--- src/rtl/lsu_mem_if.sv ---
// Load/store unit bridging the single-cycle datapath to a req/ack data memory.
// Aligns stores onto byte lanes, extends loads, stalls the core while busy.
module lsu_mem_if #(
   parameter int MAX_WAIT = 15
) (
   input  logic        clk,
   input  logic        rstn,
   input  logic        MemRead,
   input  logic        MemWrite,
   input  logic [3:0]  ls,
   input  logic [31:0] addr,
   input  logic [31:0] wdata,
   output logic        stall,
   output logic [31:0] rdata,
   output logic        done,
   output logic        err,
   output logic        misalign,
   output logic        mem_req,
   output logic        mem_we,
   output logic [31:0] mem_addr,
   output logic [3:0]  mem_be,
   output logic [31:0] mem_wdata,
   input  logic [31:0] mem_rdata,
   input  logic        mem_ack
);
   localparam int CW = $clog2(MAX_WAIT + 1);
   localparam logic [CW-1:0] WAIT_LAST = CW'(MAX_WAIT - 1);
   localparam logic [1:0] SZ_B = 2'd0, SZ_H = 2'd1, SZ_W = 2'd2;

   typedef enum logic [1:0] {IDLE, REQ, DONE} state_t;

   state_t        state_q, state_d;
   logic          req_q, req_d, we_q, we_d, done_q, done_d, err_q, err_d, uns_q, uns_d;
   logic [31:0]   addr_q, addr_d, wd_q, wd_d, rdata_q, rdata_d;
   logic [3:0]    be_q, be_d;
   logic [1:0]    sz_q, sz_d, off_q, off_d;
   logic [CW-1:0] cnt_q, cnt_d;

   logic        access, mis_addr, in_uns;
   logic [1:0]  in_sz;
   logic [3:0]  in_be;
   logic [31:0] in_wd, load_ext;
   logic [7:0]  lane_b;
   logic [15:0] lane_h;

   // Decode of the instruction currently presented by the control decoder
   always_comb begin
      access = MemRead | MemWrite;
      in_uns = (ls == 4'b0010) || (ls == 4'b0001);
      if ((ls == 4'b0100) || (ls == 4'b0001))      in_sz = SZ_B;
      else if ((ls == 4'b1000) || (ls == 4'b0010)) in_sz = SZ_H;
      else                                         in_sz = SZ_W;
      case (in_sz)
         SZ_B: begin
            mis_addr = 1'b0;
            in_be    = 4'b0001 << addr[1:0];
            in_wd    = {4{wdata[7:0]}};
         end
         SZ_H: begin
            mis_addr = addr[0];
            in_be    = 4'b0011 << {addr[1], 1'b0};
            in_wd    = {2{wdata[15:0]}};
         end
         default: begin
            mis_addr = |addr[1:0];
            in_be    = 4'b1111;
            in_wd    = wdata;
         end
      endcase
   end

   // Load extraction uses the width and offset latched with the request
   always_comb begin
      lane_b = mem_rdata[{off_q, 3'b000} +: 8];
      lane_h = mem_rdata[{off_q[1], 4'b0000} +: 16];
      case (sz_q)
         SZ_B:    load_ext = {{24{~uns_q & lane_b[7]}}, lane_b};
         SZ_H:    load_ext = {{16{~uns_q & lane_h[15]}}, lane_h};
         default: load_ext = mem_rdata;
      endcase
   end

   always_comb begin
      state_d = state_q;
      req_d   = req_q;
      we_d    = we_q;
      addr_d  = addr_q;
      be_d    = be_q;
      wd_d    = wd_q;
      sz_d    = sz_q;
      uns_d   = uns_q;
      off_d   = off_q;
      cnt_d   = cnt_q;
      done_d  = 1'b0;
      err_d   = err_q;
      rdata_d = rdata_q;
      case (state_q)
         IDLE: if (access && !mis_addr) begin
            state_d = REQ;
            req_d   = 1'b1;
            we_d    = MemWrite;
            addr_d  = {addr[31:2], 2'b00};
            be_d    = in_be;
            wd_d    = in_wd;
            sz_d    = in_sz;
            uns_d   = in_uns;
            off_d   = addr[1:0];
            cnt_d   = '0;
         end
         REQ: if (mem_ack) begin
            state_d = DONE;
            req_d   = 1'b0;
            done_d  = 1'b1;
            err_d   = 1'b0;
            rdata_d = we_q ? 32'd0 : load_ext;
         end else if (cnt_q == WAIT_LAST) begin
            state_d = DONE;
            req_d   = 1'b0;
            done_d  = 1'b1;
            err_d   = 1'b1;
            rdata_d = 32'd0;
         end else begin
            cnt_d = cnt_q + 1'b1;
         end
         default: state_d = IDLE;
      endcase
   end

   always_ff @(posedge clk or negedge rstn) begin
      if (!rstn) begin
         state_q <= IDLE;
         req_q   <= 1'b0;
         we_q    <= 1'b0;
         addr_q  <= '0;
         be_q    <= '0;
         wd_q    <= '0;
         sz_q    <= SZ_B;
         uns_q   <= 1'b0;
         off_q   <= '0;
         cnt_q   <= '0;
         done_q  <= 1'b0;
         err_q   <= 1'b0;
         rdata_q <= '0;
      end else begin
         state_q <= state_d;
         req_q   <= req_d;
         we_q    <= we_d;
         addr_q  <= addr_d;
         be_q    <= be_d;
         wd_q    <= wd_d;
         sz_q    <= sz_d;
         uns_q   <= uns_d;
         off_q   <= off_d;
         cnt_q   <= cnt_d;
         done_q  <= done_d;
         err_q   <= err_d;
         rdata_q <= rdata_d;
      end
   end

   // Stall is combinational so the PC is held on the request cycle itself
   assign stall     = ((state_q == IDLE) & access & ~mis_addr) | (state_q == REQ);
   assign misalign  = access & mis_addr;
   assign mem_req   = req_q;
   assign mem_we    = we_q;
   assign mem_addr  = addr_q;
   assign mem_be    = be_q;
   assign mem_wdata = wd_q;
   assign done      = done_q;
   assign err       = err_q;
   assign rdata     = rdata_q;
endmodule

--- config.mk ---
export PLATFORM = sky130hd
export DESIGN_NAME = lsu_mem_if
export DESIGN_NICKNAME = d
export VERILOG_FILES = /design/src/rtl/lsu_mem_if.sv
export SDC_FILE = /design/constraint.sdc
export NUM_CORES = 1
export LEC_CHECK = 0
export ABC_AREA = 1
export ABC_CLOCK_PERIOD_IN_PS = 4200
export CORE_ASPECT_RATIO = 1.1
export CORE_MARGIN = 2
export CORE_UTILIZATION = 49
export CTS_BUF_LIST = sky130_fd_sc_hd__clkbuf_8
export CTS_CLUSTER_SIZE = 12
export DETAILED_ROUTE_END_ITERATION = 8
export PLACE_DENSITY = 0.92
export SYNTH_ARGS = -nofsm -noshare
export SYNTH_HDL_FRONTEND = slang
export SYNTH_SLANG_ARGS = --single-unit
--- constraint.sdc ---
create_clock -name clk -period 4.2 [get_ports clk]
set_clock_uncertainty 0.05 [all_clocks]
set_input_delay 0.84 -clock clk [delete_from_list [all_inputs] [get_ports clk]]
set_output_delay 0.84 -clock clk [all_outputs]
set_load 0.05 [all_outputs]
Word level (Yosys, flattened, before mapping)
Cells that the tools add are included.
Widths: inputs -> output; s select.
{ "classes": {"add_sub_neg": 1, "eq_ne": 12, "n_shift": 4, "muxes": 26, "bitwise": 9, "n_reduce_logical": 16} }
{ "ops": {"columns": ["op", "n"], "rows": [
  ["$pmux 32 s2", 2],
  ["$mux 32", 3],
  ["$shiftx 32x6->16", 1],
  ["$shiftx 32x6->8", 1],
  ["$pmux 4 s2", 2],
  ["$mux 4", 3],
  ["$mux 2", 5],
  ["$eq 4x4->1 const B", 2],
  ["$mux 1", 8],
  ["$eq 2x1->1 const B", 3],
  ["$logic_not 2->1", 3],
  ["$ne 2x2->1 const B", 3],
  ["$reduce_and 2->1", 3],
  ["$and 1x1->1", 5],
  ["$add 4x1->4 const B", 1],
  ["$eq 4x1->1 const B", 1],
  ["$eq 4x2->1 const B", 1],
  ["$eq 4x3->1 const B", 1],
  ["$pmux 1 s2", 2],
  ["$pmux 2 s2", 1],
  ["$reduce_and 4->1", 1],
  ["$reduce_bool 2->1", 2],
  ["$shl 1x2->4 const A", 1],
  ["$shl 2x2->4 const A", 1],
  ["8 further kinds", 12]
]} }
{ "totals": {"ff_bits": 113, "out_inout_bits": 106, "wordCells": 81} }

Depth between registers and ports, before layout
{ "logic_depth": {"ltp_word": 10, "mapped_depth": 12, "depth_no_buf": 10} }

Least setup slack after synthesis
OpenSTA, ideal clock, no wires.
{ "synth_path": {"kind": "input to output", "startpoint": "input port ls[3]", "endpoint": "output port stall", "arrival_time_ns": 1.973, "required_time_ns": 3.310, "setup_slack_ns": 1.337, "path_stages": 9, "cell_sequence": "nor2_2 -> nand3_2 -> nand2_2 -> inv_4 -> nand2_4 -> nand2_4 -> buf_6 -> buf_6 -> nand2_1"} }
{ "synth_via": {"elab_chain_len": 9, "word_cells_on_any_way": 14, "classes_between": "eq/ne (5); mux (3); bitwise (3); reduce/logical (3)"} }
{ "synth_rtl": {"columns": ["element", "line", "text"], "rows": [
  ["start, declared", "10", "input logic [3:0] ls,"],
  ["$eq 4x4->1 or $eq 4x2->1 (tied branches)", "51", "else if ((ls == 4'b1000) || (ls == 4'b0010)) in_sz = SZ_H;"],
  ["$logic_or 1x1->1", "51", null],
  ["$mux 2", "51", null],
  ["$mux 2 (*)", "50", "if ((ls == 4'b0100) || (ls == 4'b0001)) in_sz = SZ_B;"],
  ["$eq 2x1->1 or $logic_not 2->1 (tied branches)", "53", "case (in_sz)"],
  ["$pmux 1 s2 (*)", "53", null],
  ["$not 1->1 (*)", "162", "assign stall = ((state_q == IDLE) & access & ~mis_addr) | (state_q == REQ);"],
  ["$and 1x1->1 (*)", "162", null],
  ["$or 1x1->1 (*)", "162", null],
  ["end, declared", "13", "output logic stall,"]
]} }
Mark *: on every way between the ends. The rest lies on a longest branch, timed or not.

Final worst setup path
{ "layout_path": {"startpoint": "input port ls[0]", "endpoint": "output port misalign"} }
{ "layout_via": {"elab_chain_len": 7, "word_cells_on_any_way": 12, "classes_between": "eq/ne (5); mux (3); bitwise (1); reduce/logical (3)"} }
{ "layout_rtl": {"columns": ["element", "line", "text"], "rows": [
  ["$eq 4x4->1 or $eq 4x2->1 (tied branches)", "51", null],
  ["$logic_or 1x1->1", "51", null],
  ["$mux 2", "51", null],
  ["$mux 2 (*)", "50", null],
  ["$eq 2x1->1 or $logic_not 2->1 (tied branches)", "53", null],
  ["$pmux 1 s2 (*)", "53", null],
  ["$and 1x1->1 (*)", "163", "assign misalign = access & mis_addr;"],
  ["end, declared", "17", "output logic misalign,"]
]} }
Marked as above.

==> results.md <==
- Status: completed
- CTS tree: yes
- Layout Utilization: 72.7%
- Clk root buf: clkbuf_8
- Peak Freq: 276 MHz
- Maximum VDD drop: 0.478 mV
- Dominant synthesized flop cell: dfrtp_1
- Post-Place Worst Slack: 0.579 ns
- First-pass iteration count of the detailed router: 5
- Clock-pin slew on the worst setup and hold paths: 0.08 ns
- Chip width: 106 µm
- Main area contributors after synthesis: dfrtp_1, nand2_1, nor2_1
- Register area share after synthesis: 50.9%
- Final period utilization: 86.4%
- WS Path Type: in2out
- PortBufs: 208
- Post-Syn Instances: 741
- DR DRC count: 0
- Syn Area/Cell: 7.50 µm²
- Clock Latency Late Sink: 0.42 ns
- DP Area: 7600 µm²
- Max Cap Viol: 0
- Post-DR wirelength/cell: 15.1 µm
- Rows: 40
- Buf/Inv on CP: 2
- Max Fanout on Critical Path: 3
- Post-synthesis simple-gate area fraction: 36.1%
- Io pins: 211
- Post-synth EDFFs: 0
- Yosys top cell by area: dfrtp_1
- Fin crit period: 3.63 ns
- CP cell instances: clkdlybuf4s50_1, nor2_1, nand2_1, nand3_1, nand2_1, nand2_4, nor2_1, clkdlybuf4s50_1
- Largest family of logic cells by synthesized area: simple AND/OR/NAND/NOR gates
- Final Hold Slack: 0.434 ns
- Area of the multi-input gates: 2360 µm²
- Hold_sp: mem_addr[15]$_DFFE_PN0P_
- Commonest cells in the netlist: nand2_1, dfrtp_1, nor2_1, nand3_1, inv_1
- Nets: 1042
- Yosys Warn Count: 0
- Antenna violations before repair: 0
- Top-area cell type share of the netlist area: 50.9%
- CP delay by family, top: buffers and inverters
- Synth Area in XOR/XNOR: 0.315%
- Slew headroom: 33.4%
- Vias in the first global route: 5512
- CTS Sinks: 113
- GR Overflow Total: 0
- Crit Reg-Reg Startpoint: sz_q[1]$_DFFE_PN0P_
- GRT Total Usage: 28.2%
- Number of CTS-inserted buffers: 17
- Initial DRC Count: 313
- Final setup violation count: 0
- Worst-margin pin slew: 0.998 ns
- Layout cell share with drive strength beyond 1: 6.22%
- Post-Place Cells: 1063
- Clk buf depth: 2
- Arr. time, crit path: 2.74 ns
- Critical Path Start: ls[0]
- Finished Layout Cells: 1095
- Final Max Tran Viols: 0
- Via/cell ratio: 5.06
- Complex-gate fraction of the synthesized area: 5.42%
- H-tree depth: 4
- Die Ht: 116 µm
- Mux share of post-synthesis cell area: 0%
- Core Area: 11000 µm²
- Final hold violations: 0
- CP peak stage delay: 0.80 ns
- Crit path launch type: input port
- Largest net degree at the start of global routing: 82
- Routability congestion estimate: 0.905
- Synthesized area: 5560 µm²
- Critical path capture point type: output port
- Setup_tns: 0 ns
- Register area: 2830 µm²
- Required @ worst endpoint: 3.31 ns
- Area grow syn2layout: 44.1%
- Final Cell Area: 8010 µm²
- Leak pwr: 4.07 nW
- Postcts setup bufs: 0
- Unique masters post-synth: 30
- Most instantiated library cell after synthesis: nand2_1
- Setup ws final: 0.570 ns
- Filler Cell Count: 857
- DIE AREA: 12200 µm²
- Cts repair resizes: 0
- Post-route ant nets: 0
- Routed WL: 16.5 mm
- Design Power: 5.99 mW
- RSZ-0062 raised after global routing: false
- Hold WC Path Type: reg2reg
- Adder-cell share of the synthesized area: 0.450%
- DR vias: 5546
- P per Cell Area: 748 nW/µm²
- Synthesized flop and latch total: 113
- HPWL after DPL: 11.6 mm
- Ys async rst share: 100%
- Slowest CP cell: clkdlybuf4s50_1
- CTS Hold Buffers Added: 0
- Number of diodes: 0
- Starting Density: 50.5%
- First-pass GRT wire length: 26.8 mm
## final cells by class
type                            count  area share, %
Sequential cell                   113           35.3
Multi-Input combinational cell    564           29.4
Timing Repair Buffer              211           26.5
Clock buffer                       17           2.92
Tap cell                          147           2.30
Clock inverter                     15           2.12
Inverter                           28           1.37
## cells in the final DEF (no fill, tap or decap), drive strengths merged
cell type / instances
bufinv: 3
or2: 8
a21oi: 18
o21ai: 27
clkbuf: 17
nand3: 34
clkinv: 6
conb: 2
dfrtp: 113
nor2: 48
nand2: 414
ha: 2
xnor2: 1
o21a: 7
xor2: 1
inv: 31
nor3: 1
clkinvlp: 3
a22o: 1
buf: 5
clkdlybuf4s50: 206
## worst register-to-register path: cells and delay by family, from the launching register on
family	cells	cell delay [ns]
buffers and inverters	2	0.48
DFF	1	0.81
and+or+nand+nor	5	0.84
## flip-flops by register name, summed over array words and instances, names as in the netlist, 2 cells and up
| signal | cells |
|---|---|
| off_q | 2 |
| mem_be | 4 |
| state_q | 2 |
| sz_q | 2 |
| cnt_q | 4 |
| mem_addr | 30 |
| rdata | 32 |
| mem_wdata | 32 |
## per-layer routing
metal  track usage [%]  routed length, µm  vias to the layer above
met3              10.4               1730                       38
met2              45.5               7900                      286
met1              34.1               6360                     2554
met4              13.1                549                        0
li1                  -                  -                     2668
met5                 0                  0                        -
## cells by family after synthesis
kind of cell | count (synthesis)
XOR/XNOR | 2
flip-flops | 113
AO/OA/AOI/OAI | 53
buffers and inverters | 65
adder cells (fa/ha/maj) | 2
other | 1
AND/OR/NAND/NOR | 505
## final timing paths
| kind | endpoint | cells past startpoint | slack [ns] |
|---|---|---|---|
| max reg2reg | rdata[18]$_DFFE_PN0P_ | 7 | 1.93 |
| min reg2reg | mem_addr[15]$_DFFE_PN0P_ | 2 | 0.43 |
| max | misalign | 8 | 0.57 |
| min in group asynchronous | rdata[4]$_DFFE_PN0P_ | 1 | 0.49 |
| min | mem_addr[15]$_DFFE_PN0P_ | 2 | 0.43 |
| max in group asynchronous | mem_addr[26]$_DFFE_PN0P_ | 2 | 2.85 |
## power breakdown
| part | internal (mW) | switching, mW | total, mW |
|---|---|---|---|
| Combinational | 1.01 | 2.14 | 3.16 |
| Sequential | 1.49 | 0.300 | 1.79 |
| Clock | 0.582 | 0.465 | 1.05 |
No activity file was read; power rests on OpenSTA's default activity.
